$ cat config.mk
export PLATFORM = sky130hd
export DESIGN_NAME = noc_inject_ctrl_flat
export DESIGN_NICKNAME = d
export VERILOG_FILES = /design/src/rtl/noc_inject_ctrl_if.sv /design/src/rtl/noc_inject_ctrl.sv /design/src/flat_wrapper.sv
export SDC_FILE = /design/constraint.sdc
export NUM_CORES = 1
export LEC_CHECK = 0
export CORE_MARGIN = 4
export CORE_UTILIZATION = 50
export CTS_BUF_LIST = sky130_fd_sc_hd__clkbuf_4
export CTS_CLUSTER_DIAMETER = 40
export CTS_CLUSTER_SIZE = 10
export DETAILED_ROUTE_END_ITERATION = 8
export PLACE_DENSITY = 0.77
export SLEW_MARGIN = 5
export SYNTH_ARGS = -nofsm -noshare
export SYNTH_HDL_FRONTEND = slang
export SYNTH_SLANG_ARGS = --single-unit
export TNS_END_PERCENT = 20
$ cat constraint.sdc
create_clock -name clk -period 4.92 [get_ports clk]
set_clock_uncertainty 0.15 [all_clocks]
set_input_delay 0.738 -clock clk [delete_from_list [all_inputs] [get_ports clk]]
set_output_delay 0.738 -clock clk [all_outputs]
set_load 0.02 [all_outputs]
$ cat src/rtl/noc_inject_ctrl_if.sv
// Injection-port bundle between a synthetic traffic scheduler and a router w_* port.
// The master drives the packet; the router (slave) returns ready.
interface noc_inject_ctrl_if #(
    parameter int W = 38
) ();
    logic         o_valid;
    logic [W-1:0] o_data;
    logic         i_ready;

    modport master (output o_valid, output o_data, input i_ready);
    modport slave  (input o_valid, input o_data, output i_ready);
endinterface

$ cat src/rtl/noc_inject_ctrl.sv
// Per-PE injection scheduler: launches numPackets packets to LFSR-chosen destinations
// (never itself) at a minimum spacing of rate cycles, counting sends and stalls.
module noc_inject_ctrl #(
    parameter int          X          = 8,
    parameter int          Y          = 8,
    parameter int          x_size     = $clog2(X),
    parameter int          y_size     = $clog2(Y),
    parameter int          data_width = 32,
    parameter int          numPackets = 100,
    parameter int          rate       = 1,
    parameter int          MY_X       = 0,
    parameter int          MY_Y       = 0,
    parameter logic [15:0] LFSR_SEED  = 16'hACE1
) (
    input  logic              clk,
    input  logic              rst,
    input  logic              start,
    input  logic              enable,
    noc_inject_ctrl_if.master pkt,
    output logic              busy,
    output logic              done,
    output logic [31:0]       sentCount,
    output logic [31:0]       stallCount
);
    localparam int                    PKT_W    = x_size + y_size + data_width;
    localparam logic [31:0]           NUM_PKTS = 32'(numPackets);
    localparam logic [31:0]           RATE     = 32'(rate);
    localparam logic [x_size-1:0]     MY_XV    = x_size'(MY_X);
    localparam logic [y_size-1:0]     MY_YV    = y_size'(MY_Y);
    localparam logic [data_width-17:0] SRC_ID  = (data_width - 16)'(MY_Y * X + MY_X);

    localparam logic [1:0] S_IDLE = 2'd0;
    localparam logic [1:0] S_SEND = 2'd1;
    localparam logic [1:0] S_WAIT = 2'd2;
    localparam logic [1:0] S_DONE = 2'd3;

    logic [1:0]        state, state_next;
    logic [15:0]       lfsr, lfsr_next;
    logic [15:0]       seq, load_seq;
    logic [31:0]       gap, gap_inc, gap_next;
    logic              do_load;
    logic              handshake;
    logic              last_pkt;
    logic [x_size-1:0] raw_x, dst_x;
    logic [y_size-1:0] dst_y;
    logic [PKT_W-1:0]  next_pkt;

    assign handshake = pkt.o_valid & pkt.i_ready;
    assign last_pkt  = (sentCount + 32'd1) == NUM_PKTS;
    assign gap_inc   = (gap >= RATE) ? RATE : gap + 32'd1;

    // A packet's destination comes from the current LFSR value; the LFSR steps as it loads.
    assign lfsr_next = {lfsr[14:0], lfsr[15] ^ lfsr[13] ^ lfsr[12] ^ lfsr[10]};
    assign raw_x     = lfsr[x_size-1:0];
    assign dst_y     = lfsr[x_size+y_size-1:x_size];
    assign dst_x     = (raw_x == MY_XV && dst_y == MY_YV) ? raw_x + x_size'(1) : raw_x;
    assign load_seq  = (state == S_IDLE) ? 16'd0 : seq;
    assign next_pkt  = {SRC_ID, load_seq, dst_y, dst_x};

    always_comb begin
        // NOTE: every variable gets a default first, so no path leaves it unassigned and no latch is inferred.
        state_next = state;
        gap_next   = gap;
        do_load    = 1'b0;
        case (state)
            S_IDLE: begin
                if (start) begin
                    if (NUM_PKTS == 32'd0) begin
                        state_next = S_DONE;
                    end else begin
                        state_next = S_SEND;
                        do_load    = 1'b1;
                    end
                end
            end
            S_SEND: begin
                if (handshake) begin
                    if (last_pkt) begin
                        state_next = S_DONE;
                    end else if (RATE == 32'd1 && enable) begin
                        do_load = 1'b1;
                    end else begin
                        state_next = S_WAIT;
                        gap_next   = 32'd1;
                    end
                end
            end
            S_WAIT: begin
                gap_next = gap_inc;
                // Compare the post-increment gap so handshakes land exactly rate cycles apart.
                if (gap_inc >= RATE && enable) begin
                    state_next = S_SEND;
                    do_load    = 1'b1;
                end
            end
            default: begin
                if (!start) state_next = S_IDLE;
            end
        endcase
    end

    // NOTE: sequential state uses non-blocking assignments so every register samples pre-edge values.
    always_ff @(posedge clk or posedge rst) begin
        if (rst) begin
            state       <= S_IDLE;
            gap         <= 32'd0;
            lfsr        <= LFSR_SEED;
            seq         <= 16'd0;
            pkt.o_valid <= 1'b0;
            pkt.o_data  <= '0;
            sentCount   <= 32'd0;
            stallCount  <= 32'd0;
        end else begin
            state       <= state_next;
            gap         <= gap_next;
            pkt.o_valid <= (state_next == S_SEND);
            if (do_load) begin
                pkt.o_data <= next_pkt;
                lfsr       <= lfsr_next;
                seq        <= load_seq + 16'd1;
            end
            if (state == S_IDLE && start) begin
                sentCount  <= 32'd0;
                stallCount <= 32'd0;
            end else begin
                if (handshake) sentCount <= sentCount + 32'd1;
                if (pkt.o_valid && !pkt.i_ready && stallCount != 32'hFFFF_FFFF)
                    stallCount <= stallCount + 32'd1;
            end
        end
    end

    assign busy = (state == S_SEND) || (state == S_WAIT);
    assign done = (state == S_DONE);
endmodule

$ cat src/flat_wrapper.sv
// flat-port wrapper written by rule: the top's interface ports become plain ports
module noc_inject_ctrl_flat 
#(
    parameter int          X          = 8,
    parameter int          Y          = 8,
    parameter int          x_size     = $clog2(X),
    parameter int          y_size     = $clog2(Y),
    parameter int          data_width = 32,
    parameter int          numPackets = 100,
    parameter int          rate       = 1,
    parameter int          MY_X       = 0,
    parameter int          MY_Y       = 0,
    parameter logic [15:0] LFSR_SEED  = 16'hACE1
)
  (clk, rst, start, enable, busy, done, sentCount, stallCount, pkt_o_valid, pkt_o_data, pkt_i_ready);
  noc_inject_ctrl_if #(.W(38)) pkt_i ();
  input  logic clk;
  input  logic rst;
  input  logic start;
  input  logic enable;
  output logic busy;
  output logic done;
  output logic [31:0] sentCount;
  output logic [31:0] stallCount;
  output wire logic [$bits(pkt_i.o_valid)-1:0] pkt_o_valid;
  output wire logic [$bits(pkt_i.o_data)-1:0] pkt_o_data;
  input wire logic [$bits(pkt_i.i_ready)-1:0] pkt_i_ready;
  assign pkt_o_valid = pkt_i.o_valid;
  assign pkt_o_data = pkt_i.o_data;
  assign pkt_i.i_ready = pkt_i_ready;
  noc_inject_ctrl #(.X(X), .Y(Y), .x_size(x_size), .y_size(y_size), .data_width(data_width), .numPackets(numPackets), .rate(rate), .MY_X(MY_X), .MY_Y(MY_Y), .LFSR_SEED(LFSR_SEED)) u_core (.clk(clk), .rst(rst), .start(start), .enable(enable), .pkt(pkt_i), .busy(busy), .done(done), .sentCount(sentCount), .stallCount(stallCount));
endmodule
======== Yosys cells after proc, flatten, opt, wreduce, memory -nomap -nowiden ========
Cells that the tools add are included.
word-level totals
  logic and storage cells ................. 66
  flip-flop bits (word level) ............. 153
  input port bits ......................... 5
cells by class
  order comparisons ....................... 2
  add/subtract/negate cells ............... 5
  bitwise logic cells ..................... 4
  mux-type cells .......................... 24
  reductions and logical operators ........ 14
  eq/ne operators ......................... 9
operators by type and width
  kind                                                                count
  2-to-1 mux 32 bit                                                   8
  adder 32 x 1 -> 32 bit, second input constant                       3
  greater-or-equal comparator 32 x 1 -> 1 bit, second input constant  2
  one-hot mux 32 bit (2 select lines)                                 1
  equality test 32 x 7 -> 1 bit, second input constant                1
  != test 32 bit, second input constant                               1
  adder 16 x 1 -> 16 bit, second input constant                       1
  2-to-1 mux 16 bit                                                   1
  2-to-1 mux 2 bit                                                    6
  zero test 3 bit                                                     2
  one-hot mux 2 bit (3 select lines)                                  1
  nonzero test 2 bit                                                  3
  logical AND 1 bit                                                   5
  2-to-1 mux 1 bit                                                    5
  equality test 2 x 1 -> 1 bit, second input constant                 2
  equality test 2 bit, second input constant                          2
  != test 2 bit, second input constant                                2
  AND reduction 4 bit                                                 1
  adder 3 x 1 -> 3 bit, second input constant                         1
  2-to-1 mux 3 bit                                                    1
  one-hot mux 1 bit (3 select lines)                                  1
  XOR 1 bit                                                           3
  zero test 2 bit                                                     1
  != test 2 x 1 -> 1 bit, second input constant                       1
  other kinds (3)                                                     3

======== Logic depth before layout (Yosys ltp) ========
Gate-level depths: netlist of the first run.
  depth in word-level cells ............... 7
  depth in mapped cells ................... 14

======== Worst setup path after synthesis of the first run ========
OpenSTA, ideal clock, no wires.
  path kind ............................... reg-to-reg
  from .................................... register u_core.sentCount[8]
  to ...................................... register u_core.lfsr[12]
  stages on the path, launching flop included .. 12
  buffers on the path ..................... 3
  data arrival time ....................... 3049 ps
  setup time .............................. 125 ps
  required time ........................... 4645 ps
  slack ................................... 1596 ps
  cells stage by stage .................... dfrtp_1 > buf_2 > nand4_4 > or4_4 > nor4_4 > xor2_1 > nor4_1 > a41o_1 > and2_4 > buf_6 > buf_6 > mux2_4
between the ends
  cells in the longest elaborated chain, start to end .. 5
ends and longest elaborated chain
  item                                RTL line                text
  start: declaration                  noc_inject_ctrl.sv:22   output logic [31:0] sentCount,
  start signal: assignment            noc_inject_ctrl.sv:126  if (handshake) sentCount <= sentCount + 32'd1;
  adder 32 x 1 -> 32 bit              noc_inject_ctrl.sv:49   assign last_pkt = (sentCount + 32'd1) == NUM_PKTS;
  equality test 32 x 7 -> 1 bit       noc_inject_ctrl.sv:49
  2-to-1 mux 1 bit                    noc_inject_ctrl.sv:78   if (last_pkt) begin
  2-to-1 mux 1 bit                    noc_inject_ctrl.sv:77   if (handshake) begin
  one-hot mux 1 bit (3 select lines)  noc_inject_ctrl.sv:65   case (state)
  end signal: assignment              noc_inject_ctrl.sv:119  lfsr <= lfsr_next;
  end: declaration                    noc_inject_ctrl.sv:38   logic [15:0] lfsr, lfsr_next;
No other way between the ends.
A chain may end at the register's enable or synchronous reset.

======== Worst setup path in the final report of the first run ========
  from .................................... register u_core.sentCount[15]
  to ...................................... register u_core.pkt.o_data[7]
between the ends
  cells in the longest elaborated chain, start to end .. 5
ends and longest elaborated chain
  item                                RTL line                  text
  adder 32 x 1 -> 32 bit              noc_inject_ctrl.sv:49
  equality test 32 x 7 -> 1 bit       noc_inject_ctrl.sv:49
  2-to-1 mux 1 bit                    noc_inject_ctrl.sv:78
  2-to-1 mux 1 bit                    noc_inject_ctrl.sv:77
  one-hot mux 1 bit (3 select lines)  noc_inject_ctrl.sv:65
  end signal: assignment              noc_inject_ctrl.sv:118    pkt.o_data <= next_pkt;
  end: declaration                    noc_inject_ctrl_if.sv:10  modport master (output o_valid, output o_data, input i_ready);
No other way between the ends.

==> results of run 1 <==
==> where the power goes <==
part / total [mW] / leakage, nW / switching [mW] / internal (mW)
Clock: 0.753 / 0.150 / 0.483 / 0.270
Combinational: 1.24 / 1.90 / 0.701 / 0.535
Sequential: 1.60 / 2.04 / 0.161 / 1.44
Total: 3.59 / 4.09 / 1.34 / 2.25
==> synthesized netlist by cell type, types with 6 or more instances <==
library cell    n  area share
a21oi_1        23       0.014
a22o_1          7      0.0075
a31o_2          6      0.0065
and2_1         32       0.025
and3_1         24       0.018
and4_1          6      0.0065
buf_2          15      0.0092
buf_4          18       0.017
clkbuf_1       23       0.011
dfrtp_1       144        0.44
dfstp_2         8       0.026
ha_1           13       0.020
inv_1          28       0.013
mux2_2         11       0.015
mux2_4         11       0.020
mux2i_1         7      0.0086
nand2_1        65       0.030
nand3_1        38       0.023
nand4_1        33       0.025
nor2_1         85       0.039
nor2b_1         9      0.0069
nor3_1         14      0.0086
nor4_1         18       0.014
o21ai_0        17       0.010
o31ai_1         9      0.0083
o32ai_2         6       0.012
or2_2           6      0.0046
or3_1          17       0.013
xnor2_1        39       0.042
xor2_1         34       0.037
==> sequential cells by signal, summed over array words and instances (netlist names) <==
signal              flops
u_core.gap             32
u_core.lfsr            16
u_core.pkt.o_data      21
u_core.pkt.o_valid      1
u_core.sentCount       32
u_core.seq             16
u_core.stallCount      32
u_core.state            2
==> stage by stage <==
stage	setup WS, ns	utilization
after floorplan	1.60	-
after detailed placement	1.15	0.574
after global placement	1.27	0.574
after global routing	0.834	0.591
after CTS	1.12	0.591
final	1.06	0.591
==> cell families (layout without fill, tap and decap cells) <==
group	after synthesis	count (layout)	synth area share
multiplexers	29	29	0.0441
adder cells (fa/ha/maj)	13	13	0.0200
AO/OA/AOI/OAI	97	97	0.0901
flip-flops	152	152	0.468
other	1	16	0.000461
buffers and inverters	90	161	0.0552
XOR/XNOR	73	73	0.0785
AND/OR/NAND/NOR	367	367	0.243
==> how the worst max path moves through the flow <==
stage,start,endpoint,slack (ns),cells after the start
6_report,u_core.sentCount[15],u_core.pkt.o_data[7],1.06,9
5_1_grt,u_core.sentCount[15],u_core.pkt.o_data[17],0.83,9
4_1_cts,u_core.sentCount[15],u_core.pkt.o_data[17],1.12,9
3_5_place_dp,u_core.sentCount[15],u_core.pkt.o_data[17],1.15,9
3_3_place_gp,u_core.sentCount[15],u_core.pkt.o_data[21],1.27,9
2_1_floorplan,u_core.sentCount[8],u_core.lfsr[12],1.60,11
==> cell type report <==
cell class	instances	area [um^2]	area share
clock buffer	18	135	0.0143
timing repair buffer	101	1020	0.108
clock inverter	14	139	0.0147
multi-input combinational	595	3940	0.418
inverter	28	109	0.0116
sequential	152	3810	0.405
tap	216	270	0.0287
==> per-layer routing <==
metal | global-route usage | vias to the layer above | part of all wire
met3 | 0.0490 | 25 | 0.060
met5 | 0 | - | 0.00067
met2 | 0.313 | 177 | 0.47
li1 | - | 2991 | -
met4 | 0.0700 | 2 | 0.015
met1 | 0.279 | 3058 | 0.46
==> worst max-delay path, stage by stage (launching register included) <==
cell and delay, ns:
dfrtp_1 0.58, nand4_1 0.35, or4_4 0.55, o31a_1 0.27
nor3_1 0.15, nand4_1 0.18, a21oi_2 0.31, buf_4 0.36
nand2_1 0.43, mux2_2 0.41
==> impl_metrics.json, run 1 <==
{
  "ys_types": 69,
  "coreArea_mm2": 0.0159,
  "synthToLayoutAreaGrowth_pct": 15.7,
  "cts_resized": 0,
  "fin_tns_setup_ns": 0,
  "ir_worst_vdd_uv": 282,
  "root_buffer": "clkbuf_4",
  "antenna_found_initial": 1,
  "power.density_mw_per_mm2": 381,
  "cts_buffers": 17,
  "insertion_delay_ns": 0.56,
  "cts_max_path_buffers": 2,
  "grt_max_degree": 65,
  "post_cts_buffers": 0,
  "hold_depth": 1,
  "grtUsageTotal": 0.202,
  "worst_pin_slew_ns": 1.09,
  "rsz0062_at_grt": "no",
  "cts.clk_slew.worst_paths_ns": 0.14,
  "fin_total_pwr_mw": 3.59,
  "status": "finished clean",
  "drive_gt1_frac": 0.111,
  "hold-worst-slack_ns": 0.351,
  "hold_violations": 0,
  "numClockSinks": 152,
  "final_cells": 1124,
  "final_cell_mix": "144 x dfrtp_1, 93 x clkdlybuf4s50_1, 85 x nor2_1",
  "dp_cells": 1092,
  "ios": 110,
  "syn_area_mm2": 0.00814,
  "die_area_mm2": 0.0184,
  "initial_core_util": 0.511,
  "endpoint_kind": "flop",
  "slew_viol_final": 0,
  "seq_area_frac_synth": 0.468,
  "crit_path_start_kind": "flop",
  "maxSlewHeadroom": 0.269,
  "grt.overflow.total": 0,
  "grt_pass1_wl_um": 29900,
  "setup_violations": 0,
  "worstSetupPathType": "reg2reg",
  "period_share": 0.784,
  "worst_r2r_endpoint": "u_core.pkt.o_data[7]",
  "htree_levels": 4,
  "max_freq_mhz": 259,
  "gp_congestion": 0.870,
  "hold_path_class": "reg2reg",
  "via_count": 6253,
  "hp-start": "u_core.gap[21]",
  "synth_ff_type": "dfrtp_1",
  "port_buffers": 93,
  "cts_tree": "built",
  "fin_area_mm2": 0.00942,
  "cp.arrival_ns": 4.16,
  "hpwl_um": 12400,
  "critical_path_peak_fanout": 29,
  "ctsHoldBuffers": 0,
  "r2r-start": "u_core.sentCount[15]",
  "async_flop_share": 1.00,
  "grt_pass1_vias": 6047,
  "viasPerCell": 5.56,
  "crit_required_ns": 5.22,
  "first_iter_violations": 525,
  "wl_um": 17800,
  "final_common_cell": "dfrtp_1",
  "core.rowCount": 46,
  "r2r_cells": 9,
  "r2r_setup_slack_ns": 1.06,
  "antennaDiodeCount": 0,
  "wl_per_cell_um": 15.8,
  "maxCapViolations": 0,
  "die_w_um": 136,
  "final_antenna_net_count": 0,
  "firstDrtPassIters": 5,
  "synth_cells": 822,
  "ys_ff_latch": 152,
  "num-fill-cells": 1396,
  "yosysWarnings": 0,
  "synth-edff-count": 0,
  "drcViolationCount": 0,
  "placed_cell_area_mm2": 0.00914,
  "min_period_ns": 3.86,
  "hold_end": "u_core.gap[21]",
  "leakagePower_nw": 4.09,
  "nets": 913,
  "avgSynthCellArea_um2": 9.90,
  "die_y_um": 136
}
No activity file was read; power rests on OpenSTA's default activity.
==> run 2, diff against run 1 <==
Settings changed: PLACE_DENSITY 0.77 to 0.74.
Clock period 4.92 ns to 3.94 ns, I/O delays scaled along.
==> run 2 against run 1 <==
Net effect: clock-buffer cell count decreased by 1; clock power increased by 33%; maximum frequency increased by 6.7%; hold slack got worse by 0.0090 ns; die area unchanged; sequential power increased by 25%; power increased by 28%; global-route usage increased by 0.22 points; largest cell class unchanged.
==> impl_metrics.json, run 2 (same netlist as run 1, synthesis figures left out) <==
{
  "status": "finished clean",
  "period_share": 0.918,
  "r2r_cells": 8,
  "r2r_setup_slack_ns": 0.32,
  "leakagePower_nw": 4.15,
  "core.rowCount": 46,
  "coreArea_mm2": 0.0159,
  "final_common_cell": "dfrtp_1",
  "cts_tree": "built",
  "min_period_ns": 3.62,
  "nets": 923,
  "pwr-share-seq": 0.436,
  "initial_core_util": 0.511,
  "final_antenna_net_count": 0,
  "wl_per_cell_um": 16.0,
  "grt_pass1_wl_um": 30400,
  "ios": 110,
  "via_count": 6294,
  "grtUsageTotal": 0.204,
  "numClockSinks": 152,
  "fin_area_mm2": 0.00951,
  "antenna_found_initial": 0,
  "worst_slack_ns": 0.322,
  "hold_path_class": "in2async",
  "cts_max_path_buffers": 2,
  "fin_tns_setup_ns": 0,
  "post_cts_buffers": 0,
  "grt_max_degree": 96,
  "die_y_um": 136,
  "critical_path_peak_fanout": 35,
  "placed_cell_area_mm2": 0.00922,
  "setup.worst_path.start": "u_core.sentCount[12]",
  "port_buffers": 93,
  "htree_levels": 4,
  "synthToLayoutAreaGrowth_pct": 16.8,
  "ir_worst_vdd_uv": 406,
  "met1_usage": 0.289,
  "hpwl_um": 12500,
  "crit_path_start_kind": "flop",
  "final_cell_mix": "144 x dfrtp_1, 93 x clkdlybuf4s50_1, 85 x nor2_1",
  "insertion_delay_ns": 0.56,
  "root_buffer": "clkbuf_4",
  "num-fill-cells": 1418,
  "rsz0062_at_grt": "no",
  "r2r-start": "u_core.sentCount[12]",
  "grt_pass1_vias": 6122,
  "ctsHoldBuffers": 0,
  "cts_buffers": 17,
  "die_area_mm2": 0.0184,
  "firstDrtPassIters": 5,
  "worst_pin_slew_ns": 0.699,
  "maxSlewHeadroom": 0.529,
  "place_ws_ns": 0.374,
  "hold_violations": 0,
  "cts.clk_slew.worst_paths_ns": 0.14,
  "endpoint": "u_core.pkt.o_data[5]",
  "drcViolationCount": 0,
  "p_comb_frac": 0.345,
  "slew_viol_final": 0,
  "net-switching-power_mw": 1.71,
  "maxCapViolations": 0,
  "top_usage_layer": "met2",
  "top_regs": "u_core.gap x32, u_core.sentCount x32, u_core.stallCount x32",
  "crit_required_ns": 4.25,
  "clockPowerShare": 0.219,
  "power.density_mw_per_mm2": 482,
  "p_int_mw": 2.87,
  "cp.arrival_ns": 3.93,
  "antennaDiodeCount": 0,
  "die_w_um": 136,
  "grt.overflow.total": 0,
  "viasPerCell": 5.55,
  "wl_um": 18100,
  "setup_violations": 0,
  "first_iter_violations": 567,
  "max_freq_mhz": 276,
  "gp_congestion": 0.883,
  "worstSetupPathType": "reg2reg",
  "drive_gt1_frac": 0.122,
  "worst_r2r_endpoint": "u_core.pkt.o_data[5]",
  "grtUsageMet2": 0.316,
  "cts_resized": 0,
  "endpoint_kind": "flop",
  "switching_share": 0.374,
  "grt.met3_usage": 0.0461
}
run 2: changes by cell type in the layout (fill, tap and decap cells not counted):
cell        delta
buf_4         +10
clkinv_2       +2
bufinv_16      +1
clkbuf_4       -1
clkinv_1       -1
clkinv_4       -1
clkinvlp_4     +1
inv_6          -1
run 2: worst min path at each step:
stage | slack [ns] | end | start | cells past startpoint
after floorplan | 0.30 | u_core.gap[16] | u_core.gap[16] | 1
after global placement | 0.32 | u_core.gap[22] | u_core.gap[22] | 1
after detailed placement | 0.32 | u_core.gap[15] | u_core.gap[15] | 1
after CTS | 0.32 | u_core.stallCount[5] | rst | 3
after global routing | 0.32 | u_core.stallCount[5] | rst | 3
final | 0.34 | u_core.pkt.o_data[7] | rst | 3
run 2: per-layer routing:
| layer | vias to the layer above | share of wire |
|---|---|---|
| li1 | 3023 | - |
| met1 | 3083 | 0.47 |
| met2 | 168 | 0.46 |
| met3 | 20 | 0.054 |
| met4 | 0 | 0.014 |
| met5 | - | 0 |
run 2: critical path, cell delays in order, from the launching register on:
cell     delay [ns]
dfrtp_1        0.53
nand4_1        0.35
or4_4          0.54
nor4_4         0.24
xor2_1         0.12
nor4_1         0.39
a41o_1         0.31
and2_4         0.49
mux2_2         0.39
run 2: area by class of cell:
cell class              instances  area (um^2)  share of cell area
flip-flops and latches        152         3810               0.401
clock inverters                15          165              0.0174
multi-input cells             595         3940               0.414
clock buffers                  17          128              0.0134
well taps                     216          270              0.0284
repair buffers                111         1090               0.115
inverters                      28          109              0.0114
run 2: through the flow:
step                utilization  instances  total power [mW]  hold slack [ns]
global placement          0.578       1102              3.57            0.321
detailed placement        0.578       1102              3.61            0.322
CTS                       0.597       1134              4.62            0.320
floorplan                     -        837              3.14            0.304
global route              0.597       1134              4.88            0.316
finish                    0.597       1134              4.58            0.342
run 2: power groups by stage:
stage	logic (mW)	registers, mW	clock network [mW]
finish	1.58	2.00	1.00
global route	1.74	2.03	1.10
floorplan	1.05	2.09	0
CTS	1.60	2.00	1.03
global placement	1.55	2.02	0
detailed placement	1.59	2.02	0
==> run 3, diff against run 2 <==
Settings changed: MAX_ROUTING_LAYER set to met4.
==> run 3 against run 2 <==
Net effect: non-clock buffer count increased by 1; power decreased by 0.19%; clock-buffer cell count increased by 1; setup slack improved by 0.041 ns; die area unchanged; sequential share of layout area increased by 0.053 points; register-to-register slack improved by 0.04 ns; hold slack improved by 0.0075 ns; combinational power about the same; critical endpoint is now u_core.lfsr[14]; highest routed layer unchanged.
==> impl_metrics.json, run 3 (same netlist as run 1, synthesis figures left out) <==
{
  "grt_pass1_vias": 6038,
  "cts_max_path_buffers": 2,
  "endpoint_kind": "flop",
  "maxCapViolations": 0,
  "cts.clk_slew.worst_paths_ns": 0.13,
  "cts_resized": 0,
  "setup_violations": 0,
  "fin_tns_setup_ns": 0,
  "final_antenna_net_count": 0,
  "final_cell_mix": "144 x dfrtp_1, 93 x clkdlybuf4s50_1, 85 x nor2_1",
  "coreArea_mm2": 0.0159,
  "core.rowCount": 46,
  "crit_slowest_cell": "or4_4",
  "maxSlewHeadroom": 0.337,
  "crit_buf_inv": 0,
  "worst_slack_ns": 0.364,
  "gp_congestion": 0.875,
  "ctsHoldBuffers": 0,
  "cts_tree": "built",
  "worst_pin_slew_ns": 0.995,
  "die_area_mm2": 0.0184,
  "hp-start": "u_core.gap[16]",
  "num-fill-cells": 1416,
  "critPathMaxStageDelay_ns": 0.54,
  "fin_total_pwr_mw": 4.57,
  "crit_path_start_kind": "flop",
  "hold_violations": 0,
  "antennaDiodeCount": 0,
  "grt_max_degree": 79,
  "port_buffers": 93,
  "grt.overflow.total": 0,
  "root_buffer": "clkbuf_4",
  "firstDrtPassIters": 5,
  "top_regs": "u_core.gap x32, u_core.sentCount x32, u_core.stallCount x32",
  "cts_buffers": 17,
  "wl_per_cell_um": 15.9,
  "die_w_um": 136,
  "initial_core_util": 0.511,
  "ios": 110,
  "viasPerCell": 5.51,
  "max_freq_mhz": 280,
  "synthToLayoutAreaGrowth_pct": 16.7,
  "worstSetupPathType": "reg2reg",
  "min_period_ns": 3.58,
  "htree_levels": 4,
  "grtUsageTotal": 0.212,
  "grt_pass1_wl_um": 30800,
  "first_iter_violations": 497,
  "final_common_cell": "dfrtp_1",
  "period_share": 0.908,
  "post_cts_buffers": 0,
  "status": "finished clean",
  "ir_worst_vdd_uv": 346,
  "antenna_found_initial": 0,
  "drcViolationCount": 0,
  "hold_path_class": "reg2reg",
  "setup.worst_path.start": "u_core.sentCount[14]",
  "cp_top_family": "simple AND/OR/NAND/NOR gates",
  "hold-worst-slack_ns": 0.349,
  "crit_required_ns": 4.24,
  "cp.arrival_ns": 3.88,
  "wl_um": 18000,
  "critical_path_peak_fanout": 35,
  "crit_chain": "nand4_1, or4_4, nor4_4, xor2_1, nor4_1, a41o_1, and2_4, mux2_2",
  "leakagePower_nw": 4.15,
  "nets": 924,
  "drive_gt1_frac": 0.122,
  "power.density_mw_per_mm2": 482,
  "place_ws_ns": 0.357,
  "r2r-start": "u_core.sentCount[14]",
  "insertion_delay_ns": 0.56,
  "hpwl_um": 12400,
  "slew_viol_final": 0,
  "via_count": 6256,
  "numClockSinks": 152,
  "die_y_um": 136,
  "rsz0062_at_grt": "no"
}
run 3: path summary, 6_finish.rpt:
check                                             to  slack, ns  depth (start not counted)
worst max-delay path                 u_core.lfsr[14]       0.36                          8
worst max register to register       u_core.lfsr[14]       0.36                          8
min in group asynchronous              u_core.seq[4]       0.52                          3
worst min register to register        u_core.gap[16]       0.35                          1
max in group asynchronous       u_core.sentCount[27]       2.42                          3
worst min-delay path                  u_core.gap[16]       0.35                          1
run 3: worst register-to-register path: stages, from the launching register on:
cell,delay [ns]
dfrtp_1,0.51
nand4_1,0.32
or4_4,0.54
nor4_4,0.23
xor2_1,0.11
nor4_1,0.39
a41o_1,0.32
and2_4,0.50
mux2_2,0.40
run 3: layout make-up:
| class | count | area, um^2 | area share |
|---|---|---|---|
| clock inverters | 14 | 163 | 0.0171 |
| clock buffers | 18 | 135 | 0.0142 |
| well taps | 216 | 270 | 0.0285 |
| multi-input cells | 595 | 3940 | 0.414 |
| inverters | 28 | 109 | 0.0115 |
| repair buffers | 112 | 1070 | 0.113 |
| flip-flops and latches | 152 | 3810 | 0.401 |
run 3: routing by layer:
| metal | global-route usage | part of all wire | vias up |
|---|---|---|---|
| li1 | - | - | 3015 |
| met1 | 0.300 | 0.48 | 3062 |
| met2 | 0.315 | 0.46 | 163 |
| met3 | 0.0427 | 0.051 | 16 |
| met4 | 0.0554 | 0.013 | 0 |
| met5 | - | 0 | - |
run 3: where the power goes:
group	total, mW	switching [mW]	internal (mW)
Clock	1.02	0.615	0.402
Sequential	2.00	0.197	1.80
Combinational	1.56	0.885	0.675
Total	4.57	1.70	2.88
run 3: per-stage QoR:
stage | util | instances | cell area (um^2)
3_3_place_gp | 0.577 | 1103 | 9200
2_1_floorplan | - | 837 | 8200
5_1_grt | 0.596 | 1135 | 9500
4_1_cts | 0.596 | 1135 | 9500
3_5_place_dp | 0.577 | 1103 | 9200
6_report | 0.596 | 1135 | 9500
==> RTL change (config.mk and constraints of run 3) <==
Register the output `stallCount` once more, with the module's reset; this adds one clock of latency there. The other outputs are not delayed to match.
--- a/src/rtl/noc_inject_ctrl.sv
+++ b/src/rtl/noc_inject_ctrl.sv
@@ -34,4 +34,6 @@
     localparam logic [1:0] S_WAIT = 2'd2;
     localparam logic [1:0] S_DONE = 2'd3;
+
+    logic [31:0] stallCount_s0;
 
     logic [1:0]        state, state_next;
@@ -110,5 +112,5 @@
             pkt.o_data  <= '0;
             sentCount   <= 32'd0;
-            stallCount  <= 32'd0;
+            stallCount_s0 <= 32'd0;
         end else begin
             state       <= state_next;
@@ -122,9 +124,9 @@
             if (state == S_IDLE && start) begin
                 sentCount  <= 32'd0;
-                stallCount <= 32'd0;
+                stallCount_s0 <= 32'd0;
             end else begin
                 if (handshake) sentCount <= sentCount + 32'd1;
-                if (pkt.o_valid && !pkt.i_ready && stallCount != 32'hFFFF_FFFF)
-                    stallCount <= stallCount + 32'd1;
+                if (pkt.o_valid && !pkt.i_ready && stallCount_s0 != 32'hFFFF_FFFF)
+                    stallCount_s0 <= stallCount_s0 + 32'd1;
             end
         end
@@ -133,4 +135,12 @@
     assign busy = (state == S_SEND) || (state == S_WAIT);
     assign done = (state == S_DONE);
+    always_ff @(posedge clk or posedge rst) begin
+        if (rst) begin
+            stallCount <= '0;
+        end else begin
+            stallCount <= stallCount_s0;
+        end
+    end
+
 endmodule
 
Check against the original RTL: not equivalent (a bounded check fails within 4 cycles, from zero or initial values and one cycle with rst high).
==> RTL change against run 3 <==
  * Sequential cell count increased by 32
  * Setup slack worse by 0.19 ns
  * Global-route usage decreased by 1.4 points
  * Synthesized area grew 11%
  * Power increased by 4.5%
  * Utilization increased by 1.4 points
  * Worst hold slack worse by 0.053 ns
  * Routed wire length up 6.5%
  * Synthesized cell count is 6.2% higher
  * Sequential power increased by 14%
  * Final area up 13%
  * Sequential share of layout area up 3.0 points
  * Largest cell class is now registers
  * Largest power group unchanged
==> RTL change: results (changes against run 3) <==
[yosys]
synth.area.top_cells=dfrtp_1, mux2_1, xnor2_1, nor2_1, xor2_1  ; was dfrtp_1, xnor2_1, nor2_1, xor2_1, nand2_1
postSynthCellCount=873  ; was 822
synth.avg_cell_area_um2=10.4  ; was 9.90 um2
synth_compound_area_frac=0.0668  ; was 0.0901
yosys-top-cells-count=dfrtp_1, nor2_1, nand2_1  ; unchanged

[power_and_ir_drop]
powerClk_uw=946  ; was 1.02 mW
internal_power_mw=3.04  ; was 2.88 mW
ir_drop_v=0.000362  ; was 0.000346 V

[setup_path]
cpPeakStageDelay_ns=0.57  ; was 0.54 ns
cp_max_fo=22  ; was 35
crit_arrival_ns=4.09  ; was 3.88 ns

[route]
wl_per_cell_um=15.6  ; was 15.9 um
dr_wl_met3_um=904  ; was 914 um
vias=6778  ; was 6,256
wl_mm=19.2  ; was 18.0 mm
drt_iter0_drc=495  ; was 497
drt-met1-wl_mm=9.05  ; was 8.58 mm
route.met2.wl_mm=8.98  ; was 8.27 mm

[global_routing]
grt_use_met3=0.0392  ; was 0.0427
grt_usage=0.198  ; was 0.212
antenna_found_initial=1  ; was 0
use_met2=0.301  ; was 0.315
grt_pass1_wl_mm=32.0  ; was 30.8 mm

[finish]
seqCellArea_mm2=0.00462  ; was 0.00381 mm2
nMultiInputCombCells=621  ; was 595
final_area_mm2=0.0107  ; was 0.00950 mm2
finalNetCount=1009  ; was 924
layout.nonclk_buf_frac=0.127  ; was 0.113
signal_buffers=145  ; was 112
drive_above_1_share=0.117  ; was 0.122
n_fill_cell=1462  ; was 1,416
final-clk-cell-share=0.0234  ; was 0.0313
antenna_cells=1  ; was 0
n_all_inverters=22  ; was 28

[placed_design]
place_congestion=0.919  ; was 0.875
dp_slack_ns=-0.0487  ; was 0.357 ns
postPlaceCellArea_mm2=0.0104  ; was 0.00920 mm2
place_hpwl_mm=13.4  ; was 12.4 mm

[clock_network]
path_clk_slew_ns=0.15  ; was 0.13 ns

[outcome]
outcome=complete, no violations  ; unchanged

[timing]
tightestPinTransition_ns=0.938  ; was 0.995 ns

-- RTL change: what timing repair did --
item,4_1_cts,5_1_grt
pin swaps,0,2
gates resized for setup,1,11
cloned,0,1
endpoints found under the setup margin,10,24
-- RTL change: path summary, 6_finish.rpt --
path,from,endpoint,slack [ns],cells after the start
worst max-delay path,u_core.sentCount[12]$_DFFE_PP0P_,u_core.lfsr[9]$_DFFE_PP0P_,0.17,11
worst min-delay path,u_core.stallCount_s0[28]$_DFFE_PP0P_,u_core.stallCount[28]$_DFF_PP0_,0.30,0
worst max register to register,u_core.sentCount[12]$_DFFE_PP0P_,u_core.lfsr[9]$_DFFE_PP0P_,0.17,11
worst min register to register,u_core.stallCount_s0[28]$_DFFE_PP0P_,u_core.stallCount[28]$_DFF_PP0_,0.30,0
max in group asynchronous,rst,u_core.sentCount[2]$_DFFE_PP0P_,2.80,3
min in group asynchronous,rst,u_core.pkt.o_data[10]$_DFFE_PP0P_,0.37,3
